===== src/rtl/timer_ctrl_pkg.sv =====
// Shared state encoding for the multi-channel timer controller.
// The 2-bit code is fully used, so every value is a legal channel state.
package timer_ctrl_pkg;

    localparam int STATE_W = 2;

    typedef enum logic [STATE_W-1:0] {
        IDLE    = 2'b00,
        RUNNING = 2'b01,
        PAUSED  = 2'b10,
        DONE    = 2'b11
    } state_t;

endpackage


===== src/rtl/timer_ch_fsm.sv =====
// One timer channel: run/pause FSM, up-counter, latched limit/mode and expired pulse.
// Request priority is clear > stop > start in every state.
module timer_ch_fsm
    import timer_ctrl_pkg::*;
#(
    parameter int CNT_W = 16
) (
    input  logic             clk,
    input  logic             rst_n,
    input  logic             start,
    input  logic             stop,
    input  logic             clear,
    input  logic             mode_reload,
    input  logic [CNT_W-1:0] limit,
    output state_t           state,
    output logic [CNT_W-1:0] count,
    output logic             expired
);

    logic [CNT_W-1:0] lim_q;
    logic             mode_q;

    // Terminal compare is done before the increment, so count never exceeds lim_q.
    always_ff @(posedge clk or negedge rst_n) begin
        if (!rst_n) begin
            state   <= IDLE;
            count   <= '0;
            expired <= 1'b0;
            lim_q   <= '0;
            mode_q  <= 1'b0;
        end else begin
            expired <= 1'b0;
            case (state)
                IDLE: begin
                    if (!clear && !stop && start) begin
                        state  <= RUNNING;
                        lim_q  <= limit;
                        mode_q <= mode_reload;
                        count  <= '0;
                    end
                end
                RUNNING: begin
                    if (clear) begin
                        state <= IDLE;
                        count <= '0;
                    end else if (stop) begin
                        state <= PAUSED;
                    end else if (count == lim_q) begin
                        expired <= 1'b1;
                        if (mode_q) begin
                            count <= '0;
                        end else begin
                            state <= DONE;
                        end
                    end else begin
                        count <= count + 1'b1;
                    end
                end
                PAUSED: begin
                    if (clear) begin
                        state <= IDLE;
                        count <= '0;
                    end else if (!stop && start) begin
                        state <= RUNNING;
                    end
                end
                DONE: begin
                    if (clear) begin
                        state <= IDLE;
                        count <= '0;
                    end else if (!stop && start) begin
                        state  <= RUNNING;
                        count  <= '0;
                        lim_q  <= limit;
                        mode_q <= mode_reload;
                    end
                end
                default: begin
                    state <= IDLE;
                    count <= '0;
                end
            endcase
        end
    end

endmodule


===== src/rtl/multi_ch_timer_ctrl.sv =====
// NUM_CH independent timer channels with per-channel state/count buses.
// Optional interrupt logic is enabled with MULTI_CH_TIMER_CTRL_IRQ_EN.
module multi_ch_timer_ctrl
    import timer_ctrl_pkg::*;
#(
    parameter int NUM_CH = 4,
    parameter int CNT_W  = 16
) (
    input  logic                      clk,
    input  logic                      rst_n,
    input  logic [NUM_CH-1:0]         start,
    input  logic [NUM_CH-1:0]         stop,
    input  logic [NUM_CH-1:0]         clear,
    input  logic [NUM_CH-1:0]         mode_reload,
    input  logic [NUM_CH*CNT_W-1:0]   limit,
    output logic [NUM_CH-1:0]         enable,
    output logic [NUM_CH*STATE_W-1:0] status,
    output logic [NUM_CH*CNT_W-1:0]   count,
    output logic [NUM_CH-1:0]         expired,
    output logic                      any_running
`ifdef MULTI_CH_TIMER_CTRL_IRQ_EN
    ,
    input  logic [NUM_CH-1:0]         irq_mask,
    input  logic [NUM_CH-1:0]         irq_ack,
    output logic [NUM_CH-1:0]         irq_pending,
    output logic                      irq
`endif
);

    for (genvar i = 0; i < NUM_CH; i++) begin : g_ch
        state_t ch_state;

        timer_ch_fsm #(
            .CNT_W (CNT_W)
        ) u_ch (
            .clk         (clk),
            .rst_n       (rst_n),
            .start       (start[i]),
            .stop        (stop[i]),
            .clear       (clear[i]),
            .mode_reload (mode_reload[i]),
            .limit       (limit[i*CNT_W +: CNT_W]),
            .state       (ch_state),
            .count       (count[i*CNT_W +: CNT_W]),
            .expired     (expired[i])
        );

        assign status[i*STATE_W +: STATE_W] = ch_state;
        assign enable[i] = (ch_state == RUNNING);
    end

    assign any_running = |enable;

`ifdef MULTI_CH_TIMER_CTRL_IRQ_EN
    // A fresh expire outranks a same-cycle acknowledge so no event is lost.
    always_ff @(posedge clk or negedge rst_n) begin
        if (!rst_n) begin
            irq_pending <= '0;
            irq         <= 1'b0;
        end else begin
            irq_pending <= (irq_pending & ~irq_ack) | expired;
            irq         <= |(irq_pending & irq_mask);
        end
    end
`endif

endmodule


===== config.mk =====
export PLATFORM = sky130hd
export DESIGN_NAME = multi_ch_timer_ctrl
export DESIGN_NICKNAME = d
export VERILOG_FILES = /design/src/rtl/timer_ctrl_pkg.sv /design/src/rtl/timer_ch_fsm.sv /design/src/rtl/multi_ch_timer_ctrl.sv
export SDC_FILE = /design/constraint.sdc
export NUM_CORES = 1
export LEC_CHECK = 0
export ABC_AREA = 1
export CAP_MARGIN = 10
export CORE_ASPECT_RATIO = 1.25
export CORE_MARGIN = 3
export CORE_UTILIZATION = 40
export DETAILED_ROUTE_END_ITERATION = 12
export SYNTH_ARGS = -nofsm -noshare
export SYNTH_HDL_FRONTEND = slang
export SYNTH_SLANG_ARGS = --single-unit

===== constraint.sdc =====
create_clock -name clk -period 3.6 [get_ports clk]
set_input_delay 1.08 -clock clk [delete_from_list [all_inputs] [get_ports clk]]
set_output_delay 1.08 -clock clk [all_outputs]
set_load 0.02 [all_outputs]

==> results of run 1 <==
-- how the worst min path moves through the flow --
stage,end,slack [ns]
final,g_ch[0].u_ch.lim_q[13]$_DFFE_PN0P_,0.52
after global routing,g_ch[1].u_ch.lim_q[3]$_DFFE_PN0P_,0.55
after CTS,g_ch[0].u_ch.lim_q[13]$_DFFE_PN0P_,0.52
after detailed placement,g_ch[0].u_ch.lim_q[13]$_DFFE_PN0P_,0.50
after global placement,g_ch[0].u_ch.lim_q[13]$_DFFE_PN0P_,0.50
after floorplan,g_ch[0].u_ch.lim_q[13]$_DFFE_PN0P_,0.49
-- final cells by class --
class                           instances  area [sq um]  area share, %
Multi-Input combinational cell        935          4230           38.0
Tap cell                              274           343           3.08
Inverter                              153           574           5.17
Clock buffer                           19           433           3.89
Timing Repair Buffer                  174          1730           15.5
Clock inverter                         12           208           1.87
Sequential cell                       144          3600           32.4
-- metrics by stage --
stage,cell area [sq um],power [W],util (%)
2_1_floorplan,8670,0.00391,-
3_3_place_gp,10500,0.00457,49.8
3_5_place_dp,10500,0.00461,49.8
4_1_cts,11100,0.00659,52.8
5_1_grt,11100,0.00701,52.8
6_report,11100,0.00651,52.8
-- cells by family after synthesis --
kind of cell / synth area share [%]
AOI/OAI and AO/OA: 5.11
and+or+nand+nor: 37.9
xor gates and xnor gates: 3.84
buffers and inverters: 9.71
DFF: 41.5
muxes: 1.30
adders and majority gates: 0.577
-- where the power goes --
part | switching [W] | internal (W) | total (W)
Combinational | 0.00139 | 0.000833 | 0.00222
Sequential | 0.000278 | 0.00206 | 0.00234
Clock | 0.000715 | 0.00123 | 0.00195
-- cells in the mapped netlist (8+ instances only) --
cell type,n
nand4_1,14
mux2_2,8
nor2_2,15
buf_4,12
a21oi_1,70
dfrtp_1,144
inv_1,146
nand2_2,10
nor3_1,15
nand3_1,107
xor2_1,34
nor2_1,216
o21ai_0,15
clkbuf_1,10
buf_6,8
nand2_1,411
-- routing by layer --
| layer | vias up | share of wire [%] | global-route usage (%) |
|---|---|---|---|
| li1 | 4228 | - | - |
| met1 | 3648 | 45 | 25.8 |
| met2 | 153 | 49 | 34.1 |
| met3 | 27 | 4.3 | 3.56 |
| met4 | 0 | 1.4 | 5.20 |
| met5 | - | 0 | 0 |
-- state kept, by name (all words and copies together), names as in the netlist --
signal,cells
g_ch.u_ch.mode_q,4
g_ch.u_ch.state,8
g_ch.u_ch.expired,4
g_ch.u_ch.lim_q,64
g_ch.u_ch.count,64
==> impl_metrics.ini, run 1 <==
[synth]
synthesis.area_sq_mm = 0.00867
synth.largest_area_cell = dfrtp_1
synth.top_cell.area_share_pct = 41.5
ys_warn_count = 0
yosysSeqAreaShare_pct = 41.5
synthFlopType = dfrtp_1
synth_edf_count = 0
yosysUniqueCellTypes = 27
netlist_top_cells_area = dfrtp_1 (42%), nand2_1 (18%), nor2_1 (9.3%)
avgSynthCellArea_sq_um = 6.82
syn_inst = 1272
synth_async_sr_flop_share_pct = 100
synth_fp_nets = 1358
ys_ff_latch = 144

[route]
drt_first_pass_iters = 4
vias_per_cell = 4.71
initialDrtViolationCount = 439
wl_per_cell_microns = 13.2
via_count = 8056
routed_wl_mm = 22.5
drc = 0
ant_nets = 0

[finish]
drive_above_1_share_pct = 6.40
layout_commonest_cell = nand2_1
stdcell_count = 1711
syn2layout_area_growth_pct = 28.1
nFillCells = 2150
antenna_cells = 0
final_cell_mix = nand2_1 (411), nor2_1 (216), clkdlybuf4s50_1 (161)
fin_nets = 1511

[sta]
timing.fmax_ghz = 0.326
relSlewSlack_pct = 57.6
skew_ns = 0.00989
maxSlewViolCount = 0
fin_ws_ns = 0.533
hold_slack_ns = 0.516
fin_crit_sh_pct = 85.2
fin_setup_tns_ns = 0
finalSetupViolations = 0
worst_slew_pin_slew_ns = 0.636
hold_viol = 0
period_needed_ns = 3.07
rsz0062_at_grt = no

[die]
fp.dieW_microns = 138
rows = 59
io_pins = 163
dieHeight_microns = 171
die_area_sq_mm = 0.0235
coreArea_sq_mm = 0.0210
initial_core_util_pct = 41.2

[placed_design]
port_buffers = 162
dp_slack_ns = 0.698
dpl.cell_count = 1680
dpl.hpwl_mm = 16.3
place_congestion = 0.868

[setup_path]
crit_path_start_kind = flop
worstSetupPathType = flop to output pin
reg2reg_slack_ns = 1.70
r2r-start = g_ch[1].u_ch.count[2]$_DFFE_PN0P_
crit_buf_inv = 2
cp.depth = 4
path_max_fanout = 5
reg2reg_depth = 9
slowest_stage = clkdlybuf4s50_1
cp.arrival_ns = 1.99
path_cells = nor2_2 -> inv_1 -> nand4_1 -> clkdlybuf4s50_1
crit_required_ns = 2.52
r2r_end = g_ch[1].u_ch.count[15]$_DFFE_PN0P_
cp-endpoint = any_running
critical-path-top-delay-family = buffers and inverters
crit_start = g_ch[0].u_ch.state[1]$_DFFE_PN0P_
cpPeakStageDelay_ns = 0.63
cp-end-kind = output pin

[global_routing]
grt_start_max_net_pins = 64
grt_pass1_wl_mm = 38.1
antenna_found_initial = 0
grt-ovfl-total = 0
grt_pass1_vias = 7844
grt_usage_pct = 19.9

[pwr]
p_leak_nw = 5.25
ir_worst_vdd_v = 0.000330
power_density_mw_per_mm2 = 586

[cts]
post-cts-setup-buffer-count = 0
cts.reportedPaths.clkPinSlew_ns = 0.06
numCtsBuffers = 17
ctsRootBufferMaster = clkbuf_16
cts_sinks = 144
htree_levels = 4
cts_resized = 0
hold_buffers = 0
insertion_delay_ns = 0.42
clock_path_buffers = 2
cts_tree = done

[hold_path]
hold_depth = 1
min_from = g_ch[0].u_ch.lim_q[13]$_DFFE_PN0P_
hold_path_class = flop to flop

[status]
run_status = completed

[flow_run]
cap_violations = 0
(Power assumes the default switching activity.)
==> inputs of run 2 (changes only) <==
SKIP_CTS_REPAIR_TIMING = 1   (was default)
==> results of run 2 <==
The final DEF is identical to that of run 1; final timing and power are the same.
